### config.mk
export PLATFORM = sky130hd
export DESIGN_NAME = sr_piso_tx
export DESIGN_NICKNAME = d
export VERILOG_FILES = /design/src/rtl/sr_piso_tx.sv
export SDC_FILE = /design/constraint.sdc
export NUM_CORES = 1
export LEC_CHECK = 0
export CAP_MARGIN = 5
export CORE_UTILIZATION = 41
export DETAILED_ROUTE_END_ITERATION = 6
export GPL_TIMING_DRIVEN = 1
export PLACE_DENSITY = 0.71
export SYNTH_ARGS = -nofsm -noshare
export SYNTH_HDL_FRONTEND = slang
export SYNTH_SLANG_ARGS = --single-unit
### constraint.sdc
create_clock -name clk -period 1.3 [get_ports clk]
set_clock_uncertainty 0.2 [all_clocks]
set_input_delay 0.325 -clock clk [delete_from_list [all_inputs] [get_ports clk]]
set_output_delay 0.325 -clock clk [all_outputs]
set_load 0.02 [all_outputs]
### src/rtl/sr_piso_tx.sv
// sr_piso_tx: parallel-in / serial-out transmitter.
// A word accepted while ready=1 is shifted out one bit per clock. The first
// bit appears one cycle after the accepting edge. frame_start marks the first
// bit and done marks the last bit. ready is high in IDLE and again in the last
// bit cycle, so back-to-back frames run with no gap cycle.
// All outputs come directly from flops. No path runs from write or inp to an
// output without passing through a register.
// WIDTH must be at least 2.

module sr_piso_tx #(
  parameter int WIDTH     = 8,
  parameter bit MSB_FIRST = 1'b1
) (
  input  logic           clk,
  input  logic           reset,
  input  logic [WIDTH:1] inp,
  input  logic           write,
  output logic           ready,
  output logic           sout,
  output logic           sout_valid,
  output logic           frame_start,
  output logic           done
);

  localparam int CW = (WIDTH > 1) ? $clog2(WIDTH) : 1;
  localparam logic [CW-1:0] LAST_CNT   = CW'(WIDTH - 1);
  localparam logic [CW-1:0] PENULT_CNT = CW'(WIDTH - 2);

  typedef enum logic {
    IDLE,
    SHIFT
  } state_t;

  state_t         state_q;
  logic [CW-1:0]  cnt_q;          // holds k-1 during bit cycle k
  logic [WIDTH:1] shreg_q;        // the bit now on sout sits at the leading end
  logic           sout_q;
  logic           sout_valid_q;
  logic           frame_start_q;
  logic           done_q;
  logic           ready_q;

  logic           accept_d;
  logic           continue_d;
  logic           first_bit_d;
  logic           next_bit_d;
  logic [WIDTH:1] shifted_d;

  // Decode the load/continue conditions and the bit-order-dependent taps.
  always_comb begin
    // NOTE: give every always_comb output a default first. A path that leaves
    // a signal unassigned would infer a latch.
    accept_d    = 1'b0;
    continue_d  = 1'b0;
    first_bit_d = 1'b0;
    next_bit_d  = 1'b0;
    shifted_d   = '0;

    accept_d   = ready_q & write;
    continue_d = (state_q == SHIFT) && (cnt_q != LAST_CNT);

    if (MSB_FIRST) begin
      first_bit_d = inp[WIDTH];
      next_bit_d  = shreg_q[WIDTH-1];
      shifted_d   = {shreg_q[WIDTH-1:1], 1'b0};
    end else begin
      first_bit_d = inp[1];
      next_bit_d  = shreg_q[2];
      shifted_d   = {1'b0, shreg_q[WIDTH:2]};
    end
  end

  // FSM, bit counter, shift register and registered outputs.
  always_ff @(posedge clk) begin
    // NOTE: reset is sampled only at the clock edge, so it sits inside the
    // clocked block rather than in the sensitivity list. Reset takes priority
    // over a write arriving at the same edge.
    if (!reset) begin
      // NOTE: sequential state uses non-blocking assignments, so every flop
      // samples the values that were present before the edge.
      state_q       <= IDLE;
      cnt_q         <= '0;
      shreg_q       <= '0;
      sout_q        <= 1'b0;
      sout_valid_q  <= 1'b0;
      frame_start_q <= 1'b0;
      done_q        <= 1'b0;
      ready_q       <= 1'b1;
    end else if (accept_d) begin
      // Load a new word. This also covers a write in the last bit cycle.
      state_q       <= SHIFT;
      cnt_q         <= '0;
      shreg_q       <= inp;
      sout_q        <= first_bit_d;
      sout_valid_q  <= 1'b1;
      frame_start_q <= 1'b1;
      done_q        <= 1'b0;
      ready_q       <= 1'b0;
    end else if (continue_d) begin
      // Move on to the next bit. The flags look one cycle ahead so that they
      // line up with the bit they describe.
      cnt_q         <= cnt_q + 1'b1;
      shreg_q       <= shifted_d;
      sout_q        <= next_bit_d;
      sout_valid_q  <= 1'b1;
      frame_start_q <= 1'b0;
      done_q        <= (cnt_q == PENULT_CNT);
      ready_q       <= (cnt_q == PENULT_CNT);
    end else begin
      // Idle, or the last bit has ended with no new write.
      state_q       <= IDLE;
      cnt_q         <= '0;
      sout_q        <= 1'b0;
      sout_valid_q  <= 1'b0;
      frame_start_q <= 1'b0;
      done_q        <= 1'b0;
      ready_q       <= 1'b1;
    end
  end

  assign ready       = ready_q;
  assign sout        = sout_q;
  assign sout_valid  = sout_valid_q;
  assign frame_start = frame_start_q;
  assign done        = done_q;

endmodule

==> results of run 1 <==
what timing repair did:
item,4_1_cts,5_1_grt
pin swaps,10,5
gates resized for setup,28,15
setup endpoints to repair,19,20
cell usage after synthesis:
cell type / number / area, um^2
sky130_fd_sc_hd__buf_2: 1 / 5.000
sky130_fd_sc_hd__nand2_1: 13 / 48.80
sky130_fd_sc_hd__inv_1: 3 / 11.26
sky130_fd_sc_hd__a31oi_1: 6 / 37.54
sky130_fd_sc_hd__a21boi_1: 1 / 7.510
sky130_fd_sc_hd__o21ai_1: 1 / 5.000
sky130_fd_sc_hd__nand3_1: 5 / 25.02
sky130_fd_sc_hd__dfxtp_1: 16 / 320.3
sky130_fd_sc_hd__nand2b_1: 1 / 6.260
sky130_fd_sc_hd__clkbuf_8: 1 / 13.76
sky130_fd_sc_hd__a21boi_0: 3 / 22.52
sky130_fd_sc_hd__a21oi_1: 1 / 5.000
sky130_fd_sc_hd__nand2_2: 1 / 6.260
sky130_fd_sc_hd__nor2b_2: 1 / 8.760
sky130_fd_sc_hd__buf_4: 2 / 15.01
sky130_fd_sc_hd__o21ai_0: 6 / 30.03
sky130_fd_sc_hd__and3_1: 1 / 6.260
sky130_fd_sc_hd__nor2_1: 4 / 15.01
sky130_fd_sc_hd__ha_1: 3 / 37.54
where the power goes:
| group | switching [W] | internal [W] |
|---|---|---|
| clock | 0.000154 | 0.000171 |
| sequential | 0.0000173 | 0.000524 |
| combinational | 0.0000794 | 0.0000902 |
path summary, 6_finish.rpt:
kind           endpoint  slack [ps]  startpoint
max          shreg_q[2]         -80    cnt_q[1]
min                sout         270  shreg_q[7]
max reg2reg  shreg_q[2]         -80    cnt_q[1]
min reg2reg        sout         270  shreg_q[7]
through the flow:
stage | cell area [um^2] | power (W)
floorplan | 678.2 | 0.0006396
global placement | 865.8 | 0.0007037
detailed placement | 865.8 | 0.0007084
CTS | 900.9 | 0.001036
global route | 933.4 | 0.001086
finish | 933.4 | 0.001035
kinds of logic after synthesis:
group | after synthesis | share of synthesized area
fa+ha+maj | 3 | 0.05989
compound gates | 18 | 0.1717
buf+inv | 7 | 0.07184
flops | 16 | 0.5110
simple gates | 26 | 0.1856
metal layers:
metal / up-vias / wire length [um] / global-route usage
met4: 0 / 8 / 0.04839
li1: 285 / - / -
met5: - / 0 / 0
met1: 228 / 554 / 0.1607
met2: 9 / 553 / 0.2656
met3: 2 / 62 / 0.08152
cell type report:
class                      count  area [um^2]
timing repair buffer          23        220.2
sequential                    16        329.1
clock buffer                   4        36.28
multi-input combinational     47        317.8
fill                         116        432.9
tap                           15        18.77
inverter                       3        11.26
state kept, by name, indices dropped and copies added (netlist names):
name	flops
frame_start	1
sout	1
done	1
state_q	1
cnt_q	3
shreg_q	7
sout_valid	1
ready	1
cell usage in the layout, fill, tap and decap left out:
| cell type | instances |
|---|---|
| sky130_fd_sc_hd__nor2_2 | 1 |
| sky130_fd_sc_hd__nand3_4 | 1 |
| sky130_fd_sc_hd__a21boi_1 | 4 |
| sky130_fd_sc_hd__buf_4 | 7 |
| sky130_fd_sc_hd__nand3_1 | 4 |
| sky130_fd_sc_hd__and3_1 | 1 |
| sky130_fd_sc_hd__o21ai_0 | 5 |
| sky130_fd_sc_hd__clkbuf_8 | 1 |
| sky130_fd_sc_hd__ha_4 | 2 |
| sky130_fd_sc_hd__dfxtp_1 | 9 |
| sky130_fd_sc_hd__clkbuf_4 | 3 |
| sky130_fd_sc_hd__a31oi_1 | 6 |
| sky130_fd_sc_hd__nor2b_2 | 1 |
| sky130_fd_sc_hd__nor2_1 | 3 |
| sky130_fd_sc_hd__nand2_2 | 3 |
| sky130_fd_sc_hd__a21oi_2 | 1 |
| sky130_fd_sc_hd__clkdlybuf4s50_1 | 10 |
| sky130_fd_sc_hd__ha_1 | 1 |
| sky130_fd_sc_hd__o21ai_1 | 2 |
| sky130_fd_sc_hd__dfxtp_2 | 7 |
| sky130_fd_sc_hd__nand2_1 | 11 |
| sky130_fd_sc_hd__nand2b_4 | 1 |
| sky130_fd_sc_hd__inv_1 | 3 |
| sky130_fd_sc_hd__buf_6 | 6 |
tightest hold or removal path, cell delays in order, from the launching register on:
cell and delay [ps]:
sky130_fd_sc_hd__dfxtp_1 330, sky130_fd_sc_hd__nand3_1 60, sky130_fd_sc_hd__a21boi_1 50
==> results_dict.tcl, run 1 <==
set metrics [dict create \
    worst_skew_pair.late_latency_ps 290 \
    setup-violations-final 12 \
    dr.first_iter.drc_count 5 \
    drt-vias-per-instance 4.852 \
    cts_tree "built" \
    endpoint_kind "register" \
    static_leakage_nw 0.3668 \
    hold_buffers 0 \
    crit_buf_inv 1 \
    cp_data_required_time_ps 1320 \
    numClockSinks 16 \
    stdcell_count 108 \
    detailedPlacementHpwl_um 874 \
    antenna-diode-count 0 \
    grt_pass1_vias 440 \
    path_class "register to register" \
    hold_viol 0 \
    powerDensity_nw_per_um2 1109 \
    finish.net_count 108 \
    pre_cts_ws_ps -327.4 \
    cpLargestDelayFamily "flip-flops" \
    grt_overflow_total 0 \
    totalWireLength_um 1177 \
    period_minus_slack_ps 1382 \
    die_height_um 41.10 \
    clock_pin_slew_on_the_worst_setup_and_hold_paths_ps 90 \
    floorplan.io_pins 16 \
    netlist-cell-type-count 19 \
    ant_nets 0 \
    status "finished with violations" \
    routabilityCongestion 0.6200 \
    postSynthCellCount 70 \
    postSynthRegisterBits 16 \
    post-place-cells 104 \
    transition_time_at_the_pin_with_the_least_slew_margin_ps 316.2 \
    post_synth.cell_area_avg_um2 8.955 \
    critical_path_arrival_ps 1400 \
    start_util 0.4588 \
    timing.critical_path.depth 6 \
    crit_chain "ha_4, ha_4, nor2b_2, buf_6, nand2_2, a31oi_1" \
    worst_r2r_path_depth 6 \
    fin_tns_setup_ps -726.7 \
    timing.max_cap.violations 0 \
    grt_start_max_net_pins 19 \
    slew-limit-headroom 0.7885 \
    postLayoutCoreUtil 0.6832 \
    clock-root-buffer "sky130_fd_sc_hd__clkbuf_4" \
    fp.dieW_um 41.10 \
    cts_setup_buffers 0 \
    grt_first_pass_wirelength_um 1656 \
    drt_drc_violations_left 0 \
    cpPeakStageDelay_ps 340 \
    fin_hold_ws_ps 268.8 \
    core_um2 1366 \
    die-area_um2 1689 \
    port_buffers 15 \
    yosys_warnings 0 \
    hold_path_depth 2 \
    clock_h_tree_levels 1 \
    cpMaxStageDelayCell "sky130_fd_sc_hd__dfxtp_2" \
    power.ir.vdd_worst_mv 0.6080 \
    synth.net_count 84 \
    unrepaired_setup_endpoints_after_global_routing "true" \
    via_count 524 \
    detail_route.wl_per_cell_um 10.90 \
    number_of_antenna_violations_at_the_first_check_in_global_routing 0 \
    violations "setup timing" \
    synthesis.area_um2 626.9 \
    fin_crit_sh 1.063 \
    first_pass_iters 4 \
    grt_util_all_layers 0.1545 \
    worst-path-max-fanout 8 \
    synth-seq-area-share 0.5110 \
    max-clock-path-buffers 2 \
    cp_common_cell "sky130_fd_sc_hd__ha_4" \
    fmax_mhz 723.4 \
    startpoint_type "register" \
    timing.hold.worst.class "register to register" \
    area_growth_pct 48.90 \
    final_max_slew_viol_count 0 \
    drive_gt1_frac 0.3656 \
    fp-row-count 13 \
    numCtsBuffers 3 \
    setup_slack_ps -82.38 \
]
Note: power is estimated with default switching activity, not from simulation.
==> run 2: changes to the inputs <==
- CORE_UTILIZATION: 41 -> 45
- PLACE_DENSITY: 0.71 -> 0.74
- clock period: 1.3 -> 1.5 ns (I/O delays scaled with it)
==> results_dict.tcl, run 2 (same netlist as run 1, synthesis figures left out) <==
set metrics [dict create \
    fin_tns_setup_ps 0 \
    largest_registers "shreg_q x7, cnt_q x3" \
    totalWireLength_um 1306 \
    antenna-diode-count 0 \
    clock_pin_slew_on_the_worst_setup_and_hold_paths_ps 90 \
    nFillCells 109 \
    clock_h_tree_levels 1 \
    start_util 0.4817 \
    fin_hold_ws_ps 271.7 \
    most-common-layout-cells "sky130_fd_sc_hd__dfxtp_1 (14), sky130_fd_sc_hd__nand2_1 (11), sky130_fd_sc_hd__clkdlybuf4s50_1 (10)" \
    finish.net_count 108 \
    dr.first_iter.drc_count 6 \
    hold_buffers 0 \
    cp_data_required_time_ps 1470 \
    core_um2 1301 \
    endpoint_kind "register" \
    setup-violations-final 0 \
    grt_overflow_total 0 \
    drt_drc_violations_left 0 \
    worstReg2RegStart "cnt_q[0]" \
    worst_skew_pair.late_latency_ps 290 \
    timing.hold.worst.start "shreg_q[3]" \
    die-area_um2 1546 \
    cts_tree "built" \
    reg2reg_setup_slack_ps 60 \
    detailedPlacementHpwl_um 808.2 \
    die_height_um 39.32 \
    final_max_slew_viol_count 0 \
    detail_route.wl_per_cell_um 12.09 \
    worst-path-max-fanout 4 \
    fp.dieW_um 39.32 \
    drt-vias-per-instance 5.046 \
    largest-register "shreg_q" \
    layout.cells.most_common "sky130_fd_sc_hd__dfxtp_1" \
    hold_path_depth 2 \
    pre_cts_ws_ps -228.3 \
    flip_flop_count_of_the_largest_register_after_layout 7 \
    path_class "register to register" \
    worst_r2r_path_depth 6 \
    routabilityCongestion 0.7511 \
    slew-limit-headroom 0.8011 \
    clock-root-buffer "sky130_fd_sc_hd__clkbuf_4" \
    fin_crit_sh 0.9584 \
    fp-row-count 13 \
    port_buffers 15 \
    timing.max_cap.violations 0 \
    via_count 545 \
    critical_path_arrival_ps 1400 \
    setup_slack_ps 62.41 \
    r2r-end "shreg_q[3]" \
    postLayoutCoreUtil 0.6856 \
    first_pass_iters 4 \
    power.ir.vdd_worst_mv 0.5671 \
    floorplan.io_pins 16 \
    period_minus_slack_ps 1438 \
    post-place-cells 104 \
    max-clock-path-buffers 2 \
    grt_pass1_vias 479 \
    powerDensity_nw_per_um2 999.2 \
    hold_viol 0 \
    timing.hold.worst.class "register to register" \
    number_of_antenna_violations_at_the_first_check_in_global_routing 0 \
    startpoint_type "register" \
    grt_util_all_layers 0.1945 \
    ant_nets 0 \
    fmax_mhz 695.6 \
    min_delay_worst_endpoint "shreg_q[4]" \
    drive_gt1_frac 0.2903 \
    grt_start_max_net_pins 19 \
    stdcell_count 108 \
    static_leakage_nw 0.3569 \
    transition_time_at_the_pin_with_the_least_slew_margin_ps 297.4 \
    numCtsBuffers 3 \
    grt_first_pass_wirelength_um 1932 \
    status "complete, no violations" \
    area_growth_pct 42.32 \
    unrepaired_setup_endpoints_after_global_routing "false" \
    cts_setup_buffers 0 \
    numClockSinks 16 \
]
[run 2: cell count changes in the layout (fill, tap and decap cells not counted), sizes merged]
cell	previous run	this run
buf	13	9
clkbuf	4	8
[run 2: layer usage]
layer	track usage	wire, um	vias to the layer above	share of wire
li1	-	-	282	-
met1	0.2171	546	252	0.42
met2	0.3208	683	9	0.52
met3	0.08523	62	2	0.047
met4	0.07759	13	0	0.010
met5	0	0	-	0
[run 2: final cells by class]
| class | count | area [um^2] | area share |
|---|---|---|---|
| sequential | 16 | 322.8 | 0.3619 |
| multi-input combinational | 47 | 310.3 | 0.3478 |
| timing repair buffer | 23 | 192.7 | 0.2160 |
| clock buffer | 4 | 36.28 | 0.04067 |
| tap | 15 | 18.77 | 0.02104 |
| inverter | 3 | 11.26 | 0.01262 |
[run 2: repair_timing]
item / CTS / global route
gates resized for setup: 16 / 15
cloned: 0 / 0
pin swaps: 1 / 3
endpoints found under the setup margin: 12 / 12
[run 2: worst max path at each step]
stage             start         end  slack [ps]  cells after the start
2_1_floorplan  cnt_q[0]       ready          60                      6
3_3_place_gp      write  shreg_q[3]        -150                      4
3_5_place_dp      write  shreg_q[6]        -230                      4
4_1_cts        cnt_q[0]  shreg_q[6]          10                      6
5_1_grt        cnt_q[0]  shreg_q[3]          10                      6
6_report       cnt_q[0]  shreg_q[3]          60                      6
[run 2: stage by stage]
stage	area, um^2	power, W
detailed placement	822.0	0.0006105
global placement	822.0	0.0006067
CTS	874.6	0.0008950
finish	892.1	0.0008914
floorplan	626.9	0.0005449
global route	892.1	0.0009409
[run 2: worst max-delay path, cell delays in order (launching register included)]
cell	delay, ps
sky130_fd_sc_hd__dfxtp_2	350
sky130_fd_sc_hd__ha_4	170
sky130_fd_sc_hd__ha_4	160
sky130_fd_sc_hd__nand2b_4	150
sky130_fd_sc_hd__buf_4	150
sky130_fd_sc_hd__nand2_1	60
sky130_fd_sc_hd__a31oi_1	80
[run 2: report_power, final]
| part | switching [W] | leakage (nW) | internal [W] |
|---|---|---|---|
| clock | 0.000134 | 0.0210 | 0.000148 |
| sequential | 0.0000154 | 0.133 | 0.000452 |
| combinational | 0.0000670 | 0.203 | 0.0000745 |
| total | 0.000216 | 0.357 | 0.000675 |
==> run 3: changes to the inputs <==
- ABC_AREA: unset -> 1
- CORE_UTILIZATION: 45 -> 46
- PLACE_DENSITY: 0.74 -> 0.75
==> results_dict.tcl, run 3 <==
set metrics [dict create \
    status "complete, no violations" \
    final_max_slew_viol_count 0 \
    hold_path_depth 2 \
    timing.max_cap.violations 0 \
    yosys_warnings 0 \
    min_delay_worst_endpoint "shreg_q[5]" \
    drive_gt1_frac 0.3784 \
    clock-root-buffer "sky130_fd_sc_hd__clkbuf_4" \
    clock_h_tree_levels 1 \
    cts_tree "built" \
    start_util 0.5070 \
    share_of_the_synthesized_area_in_the_top_cell_type 0.4680 \
    timing.hold.worst.class "register to register" \
    max-clock-path-buffers 2 \
    first_pass_iters 4 \
    worstReg2RegStart "cnt_q[0]" \
    fmax_mhz 683.1 \
    detailedPlacementHpwl_um 989.9 \
    worst_r2r_path_depth 8 \
    cpLargestDelayFamily "flip-flops" \
    yosys-top-cells-area "sky130_fd_sc_hd__dfxtp_1 (47%), sky130_fd_sc_hd__nand2_1 (9.9%), sky130_fd_sc_hd__nand3_1 (9.5%), sky130_fd_sc_hd__ha_1 (5.5%), sky130_fd_sc_hd__nand2_2 (4.6%)" \
    area_growth_pct 42.41 \
    synthArstFlopShare 0 \
    clockPowerShare 0.251 \
    fin_crit_sh 0.9760 \
    ant_nets 0 \
    worst_skew_pair.late_latency_ps 280 \
    globalRoute.busiestLayer "met1" \
    post_synth.cell_area_avg_um2 8.449 \
    numClockSinks 16 \
    endpoint_kind "primary output" \
    startpoint_type "register" \
    synth-edff-count 0 \
    setup_slack_ps 36.03 \
    numCtsBuffers 3 \
    pre_cts_ws_ps -210.4 \
    synth.top_cells.by_count "sky130_fd_sc_hd__nand2_1 (18), sky130_fd_sc_hd__dfxtp_1 (16), sky130_fd_sc_hd__nand3_1 (13)" \
    antenna-diode-count 0 \
    detail_route.wl_per_cell_um 11.24 \
    flip_flop_count_of_the_largest_register_after_layout 7 \
    die-area_um2 1646 \
    postSynthCellCount 81 \
    most-common-layout-cells "sky130_fd_sc_hd__nand2_1 (17), sky130_fd_sc_hd__dfxtp_1 (14), sky130_fd_sc_hd__nand3_1 (13), sky130_fd_sc_hd__buf_4 (13), sky130_fd_sc_hd__clkdlybuf4s50_1 (10)" \
    grt_first_pass_wirelength_um 1952 \
    largest_registers "shreg_q x7, cnt_q x3" \
    hold_viol 0 \
    die_height_um 40.57 \
    number_of_antenna_violations_at_the_first_check_in_global_routing 0 \
    share_comb_of_total_power 0.211 \
    r2r-end "ready" \
    setup-violations-final 0 \
    global_route.usage.met3 0.05000 \
    critical_path_arrival_ps 890 \
    routabilityCongestion 0.7720 \
    synth.net_count 95 \
    slew-limit-headroom 0.8137 \
    stdcell_count 126 \
    cp_data_required_time_ps 920 \
    grt_overflow_total 0 \
    top_cell_type_by_total_area_after_synthesis "sky130_fd_sc_hd__dfxtp_1" \
    static_leakage_nw 0.4449 \
    gr_met2_demand_resource 0.2540 \
    finish.net_count 127 \
    p_total_w 0.0008589 \
    layout.cells.most_common "sky130_fd_sc_hd__nand2_1" \
    clock_pin_slew_on_the_worst_setup_and_hold_paths_ps 80 \
    timing.critical_path.depth 1 \
    path_class "register to primary output" \
    via_count 631 \
    drt_drc_violations_left 0 \
    floorplan.io_pins 16 \
    largest-register "shreg_q" \
    grt_start_max_net_pins 12 \
    grt_pass1_vias 458 \
    postSynthRegisterBits 16 \
    drt-vias-per-instance 5.008 \
    yosys.cell_count.top_type "sky130_fd_sc_hd__nand2_1" \
    power.ir.vdd_worst_mv 0.5433 \
    netlist-cell-type-count 17 \
    reg2reg_setup_slack_ps 70 \
    cpMaxStageDelayCell "sky130_fd_sc_hd__dfxtp_1" \
    fin_tns_setup_ps 0 \
    synth-main-ff-cell "sky130_fd_sc_hd__dfxtp_1" \
    timing.hold.worst.start "shreg_q[5]" \
    core_um2 1350 \
    grt_util_all_layers 0.1892 \
    fp-row-count 13 \
    synth-seq-area-share 0.4680 \
    crit_buf_inv 1 \
    synthesis.area_um2 684.4 \
    worst-path-max-fanout 1 \
    dr.first_iter.drc_count 9 \
    cell_internal_pwr_w 0.0006298 \
    sequentialPowerShare 0.538 \
    post-place-cells 119 \
    postLayoutCoreUtil 0.7220 \
    period_minus_slack_ps 1464 \
    totalWireLength_um 1416 \
    fp.dieW_um 40.57 \
    powerDensity_nw_per_um2 881.2 \
    cpPeakStageDelay_ps 320 \
    use_met1 0.2601 \
    p_sw_frac 0.2668 \
    port_buffers 15 \
    net-switching-power_w 0.0002291 \
    crit_chain "clkdlybuf4s15_1" \
    transition_time_at_the_pin_with_the_least_slew_margin_ps 278.6 \
]
-- run 3: layout make-up --
type / count / area [um^2]
repair buffers: 28 / 227.7
well taps: 15 / 18.77
inverters: 7 / 30.03
clock buffers: 3 / 22.52
multi-input cells: 57 / 352.8
fillers: 107 / 375.4
flip-flops and latches: 16 / 322.8
-- run 3: cell families after synthesis --
| group | after synthesis | share of synthesized area |
|---|---|---|
| simple gates | 48 | 0.3711 |
| flops | 16 | 0.4680 |
| buf+inv | 8 | 0.06214 |
| compound gates | 6 | 0.04386 |
| fa+ha+maj | 3 | 0.05485 |
-- run 3: timing repair --
action	in CTS	in global routing
gates resized for setup	9	18
buffers inserted	0	4
pin swaps	0	3
endpoints found under the setup margin	10	16
hold buffers	0	0
-- run 3: power groups by stage --
stage,sequential [W],clock (W),combinational [W]
after floorplan,0.000482,0,0.0000754
after global placement,0.000471,0,0.000159
after detailed placement,0.000472,0,0.000161
after CTS,0.000462,0.000220,0.000159
after global routing,0.000464,0.000247,0.000196
final,0.000462,0.000216,0.000181
-- run 3: metrics by stage --
stage	area, um^2	hold WS, ps
2_1_floorplan	684.4	217.3
6_report	974.7	290.9
3_3_place_gp	905.9	265.7
4_1_cts	925.9	289.8
3_5_place_dp	905.9	277.1
5_1_grt	974.7	313.9
-- run 3: worst max path at each step --
stage	start	end	slack, ps
final	sout	sout	40
after CTS	sout	sout	3
after global routing	cnt_q[0]	ready	-6
after global placement	write	shreg_q[7]	-180
after floorplan	cnt_q[0]	ready	60
after detailed placement	write	shreg_q[7]	-210
-- run 3: worst register-to-register path, cell delays in order (launching register included) --
cell and delay [ps]:
sky130_fd_sc_hd__dfxtp_2 330, sky130_fd_sc_hd__ha_2 170, sky130_fd_sc_hd__ha_2 160, sky130_fd_sc_hd__inv_2 80, sky130_fd_sc_hd__nand2_8 80, sky130_fd_sc_hd__nand2_8 90
sky130_fd_sc_hd__inv_4 40, sky130_fd_sc_hd__nor2_2 100, sky130_fd_sc_hd__o21ai_1 70
-- run 3: layer usage --
layer | wire (um) | up-vias
li1 | - | 327
met1 | 654 | 286
met2 | 680 | 13
met3 | 46 | 5
met4 | 36 | 0
met5 | 0 | -
